File: src/rtl/iter_shift_unit.sv
// Multi-cycle shift/rotate unit: moves the operand at most STEP bits per cycle
// and reports completion with a start/busy/done handshake.
module iter_shift_unit #(
  parameter int WIDTH   = 32,
  parameter int SHAMT_W = $clog2(WIDTH),
  parameter int STEP    = 4
) (
  input  logic               clk,
  input  logic               resetn,
  input  logic               start,
  input  logic [1:0]         op,
  input  logic [WIDTH-1:0]   din,
  input  logic [SHAMT_W-1:0] shamt,
  input  logic               flush,
  output logic               busy,
  output logic               done,
  output logic [WIDTH-1:0]   dout
);

  // Handshake: start is taken only while busy is low (IDLE). Once taken, busy
  // stays high until the cycle after done; done pulses for one cycle with
  // dout already holding the result. flush aborts without a done pulse.

  typedef enum logic [1:0] {
    IDLE  = 2'd0,
    SHIFT = 2'd1,
    FIN   = 2'd2
  } state_e;

  localparam logic [SHAMT_W:0] STEP_C = (SHAMT_W + 1)'(STEP);

  state_e               state_q, state_d;
  logic [WIDTH-1:0]     work_q, work_d;
  logic [WIDTH-1:0]     dout_q, dout_d;
  logic [SHAMT_W-1:0]   rem_q, rem_d;
  logic [1:0]           op_q, op_d;

  logic [SHAMT_W-1:0]   step_k;
  logic [SHAMT_W-1:0]   rem_next;
  logic [WIDTH-1:0]     shifted;
  logic [2*WIDTH-1:0]   rot_dbl;

  // One step moves min(rem, STEP) bits; SRA keeps the MSB, which is the
  // captured sign bit because an arithmetic right shift never changes it.
  always_comb begin
    step_k   = ({1'b0, rem_q} < STEP_C) ? rem_q : STEP_C[SHAMT_W-1:0];
    rem_next = rem_q - step_k;
    rot_dbl  = {work_q, work_q} >> step_k;
    shifted  = work_q;
    case (op_q)
      2'b00:   shifted = work_q << step_k;
      2'b01:   shifted = work_q >> step_k;
      2'b10:   shifted = $unsigned($signed(work_q) >>> step_k);
      default: shifted = rot_dbl[WIDTH-1:0];
    endcase
  end

  always_comb begin
    state_d = state_q;
    work_d  = work_q;
    dout_d  = dout_q;
    rem_d   = rem_q;
    op_d    = op_q;
    case (state_q)
      IDLE: begin
        if (start) begin
          work_d = din;
          op_d   = op;
          rem_d  = shamt;
          if (shamt == '0) begin
            state_d = FIN;
            dout_d  = din;
          end else begin
            state_d = SHIFT;
          end
        end
      end
      SHIFT: begin
        work_d = shifted;
        rem_d  = rem_next;
        if (rem_next == '0) begin
          state_d = FIN;
          dout_d  = shifted;
        end
      end
      FIN:     state_d = IDLE;
      default: state_d = IDLE;
    endcase
    // dout is loaded on the edge into FIN, so a flush before FIN leaves it untouched.
    if (flush) begin
      state_d = IDLE;
      dout_d  = dout_q;
    end
  end

  always_ff @(posedge clk or negedge resetn) begin
    if (!resetn) begin
      state_q <= IDLE;
      work_q  <= '0;
      dout_q  <= '0;
      rem_q   <= '0;
      op_q    <= '0;
    end else begin
      state_q <= state_d;
      work_q  <= work_d;
      dout_q  <= dout_d;
      rem_q   <= rem_d;
      op_q    <= op_d;
    end
  end

  assign busy = (state_q != IDLE);
  assign done = (state_q == FIN);
  assign dout = dout_q;

endmodule

File: config.mk
export PLATFORM = sky130hd
export DESIGN_NAME = iter_shift_unit
export DESIGN_NICKNAME = d
export VERILOG_FILES = /design/src/rtl/iter_shift_unit.sv
export SDC_FILE = /design/constraint.sdc
export NUM_CORES = 1
export LEC_CHECK = 0
export ABC_CLOCK_PERIOD_IN_PS = 3100
export CAP_MARGIN = 20
export CORE_ASPECT_RATIO = 1.75
export CORE_UTILIZATION = 34
export CTS_CLUSTER_SIZE = 40
export DETAILED_ROUTE_END_ITERATION = 8
export PLACE_DENSITY = 0.66
export SLEW_MARGIN = 20
export SYNTH_ARGS = -nofsm -noshare
export SYNTH_HDL_FRONTEND = slang
export SYNTH_SLANG_ARGS = --single-unit
export TNS_END_PERCENT = 30
File: constraint.sdc
create_clock -name clk -period 3.1 [get_ports clk]
set_clock_uncertainty 0.05 [all_clocks]
set_input_delay 0.62 -clock clk [delete_from_list [all_inputs] [get_ports clk]]
set_output_delay 0.62 -clock clk [all_outputs]
set_load 0.01 [all_outputs]
==> flow_summary.ini <==
[sta]
fin_crit_ns = 2.87
setup_tns_ns = 0
fmax_ghz = 0.348
hold_viol = 0
rsz0062_at_grt = no
slew_viol_final = 0
finalSetupViolCount = 0
period_share_pct = 92.6
tightest_slew_ns = 0.972
max-slew-margin-rel_pct = 35.2

[setup_path]
slowest_delay_ns = 0.50
crit_fanout = 27
worst_path_max_delay_cell = dfrtp_1
cp-end-kind = flip-flop
worstPathCellList = buf_4, or4b_1, buf_4, mux2i_1, a221oi_1, a221oi_1, a21oi_1, mux2_2
crit_required_ns = 3.28
crit_start = rem_q[2]$_DFFE_PN0P_
cp-start-kind = flip-flop
worstSetupPathType = reg2reg
r2r-start = rem_q[2]$_DFFE_PN0P_
arrival_ns = 3.05
reg2reg_slack_ns = 0.23

[route]
first_iter_violations = 585
post_drt_wl_per_cell_um = 19.9
post-route-drc-count = 0
drt_first_pass_iters = 5
dr_total_vias = 6000
antenna_left = 0
routed_wl_mm = 19.7
vias_per_cell = 6.06

[clocking]
htreeDepth = 3
holdBufCountCts = 0
cts_made_buffers = 9
clock_sinks = 73
cts_resized = 0
clk_path_buf_depth = 2
clk_pin_slew_worst_paths_ns = 0.06
cts_root_buffer = clkbuf_16
clk_latency_ns = 0.35
tritoncts = built
post_cts_buffers = 0

[logic_synthesis]
syn_area_um2 = 5850
synth_edf_count = 0
synth_top_cells_by_count = nand2_1 (131), dfrtp_1 (73), o21ai_0 (60)
synth_warnings = 0
ys_top_cells_by_area = dfrtp_1 (31%), nand2_1 (8.4%), mux2i_1 (6.3%)
synth.top_cell.area_share_pct = 31.2
ys_seq_area_share_pct = 31.2
synth.most_common_cell = nand2_1
async_flop_share_pct = 100
synth_top_cell_by_area = dfrtp_1
yosys_most_used_dff = dfrtp_1
avgSynthCellArea_um2 = 8.04
syn_inst = 728
postSynthNetCount = 772
synth_cell_type_count = 67
ys_seq_elements = 73

[run]
drv_cap = 0

[final_layout]
drive_above_1_share_pct = 11.7
fin_area_um2 = 7060
diodes = 0
areaGrowthSynthToFinish_pct = 20.7
nets = 802

[floorplan]
io_pins = 77
num_rows = 63
die_y_um = 176
design.core.area_um2 = 16900
start_util_pct = 34.7
dieWidth_um = 101
dieArea_um2 = 17800

[grt]
grtUsageTotal_pct = 23.2
grt_pass1_vias = 5894
grt_first_pass_wirelength_mm = 31.5
antenna_found_initial = 1
grt_max_degree = 74
grt_overflow = 0

[placed_design]
dpl.hpwl_mm = 13.9
place_congestion = 0.914
placed_area_um2 = 6770
numPortBuffers = 76

[pwr]
power_density_nw_per_um2 = 1040
ir_drop_mv = 0.326
leakagePower_nw = 2.77

[hold_path]
worstHoldPathType = in2async

[outcome]
outcome = finished, final reports clean
placed cells by master, fill, tap and decap left out, drive strengths merged, types with 4 or more instances in the layout:
cell type,instances
nand2,131
a221o,5
clkbuf,13
a2111oi,7
a31oi,14
buf,34
nor2b,6
o221ai,14
nor3,11
o31ai,27
clkdlybuf4s50,75
a221oi,9
o22ai,11
nor2,44
a21boi,4
o21ai,61
and2,6
dfrtp,73
inv,13
a211oi,20
mux2,13
a21oi,54
nand3,8
a21o,4
and3,4
mux4,13
mux2i,37
area by class of cell:
cell class	instances	area [um^2]
timing repair buffer	109	1030
clock inverter	3	40.0
inverter	13	48.8
sequential	73	1830
tap	227	284
clock buffer	13	250
multi-input combinational	552	3580
fill	1763	9800
cells by family after synthesis:
| family | Yosys count | synth area share, % |
|---|---|---|
| other | 1 | 0.0641 |
| DFF | 73 | 31.2 |
| adders and majority gates | 1 | 0.214 |
| buffers and inverters | 103 | 7.93 |
| muxes | 63 | 13.8 |
| AOI/OAI and AO/OA | 256 | 29.1 |
| and+or+nand+nor | 231 | 17.6 |
stage by stage:
step | utilization (%) | instances | power, mW | worst slack, ns | hold WS [ns]
5_1_grt | 41.9 | 990 | 7.84 | 0.157 | 0.448
4_1_cts | 41.9 | 990 | 7.31 | 0.265 | 0.418
3_5_place_dp | 40.2 | 974 | 6.24 | 0.279 | 0.417
6_report | 41.9 | 990 | 7.34 | 0.228 | 0.360
2_1_floorplan | - | 728 | 4.82 | 0.0964 | 0.274
3_3_place_gp | 40.2 | 974 | 6.21 | 0.252 | 0.413
worst paths after layout:
check / endpoint / cells after the start
max in group asynchronous: rem_q[0]$_DFFE_PN0P_ / 1
min reg2reg: dout[13]$_DFFE_PN0P_ / 2
min: dout[24]$_DFFE_PN0P_ / 1
max reg2reg: work_q[4]$_DFFE_PN0P_ / 8
min in group clk: dout[13]$_DFFE_PN0P_ / 2
max: work_q[4]$_DFFE_PN0P_ / 8
where the power goes:
part	leakage [nW]	internal, mW	total, mW	switching (mW)
Sequential	0.886	1.40	2.29	0.891
Combinational	1.75	1.86	4.01	2.15
Clock	0.144	0.643	1.05	0.404
Total	2.77	3.90	7.34	3.45
worst max-delay path: cells and delay by family (launching register included):
kind,cells,cell delay (ns)
AOI/OAI and AO/OA,3,0.62
muxes,2,0.62
buffers and inverters,2,0.50
DFF,1,0.50
and+or+nand+nor,1,0.46
sequential cells by signal, summed over array words and instances (netlist names):
name	cells
state_q	2
dout	32
work_q	32
op_q	2
rem_q	5
layer usage:
metal | vias to the layer above | GRT usage (%) | part of all wire [%]
met5 | - | 0 | 0.076
met4 | 2 | 17.3 | 7.3
met3 | 98 | 3.54 | 6.4
li1 | 2749 | - | -
met2 | 325 | 38.6 | 49
met1 | 2826 | 26.2 | 37
(Power assumes the default switching activity.)
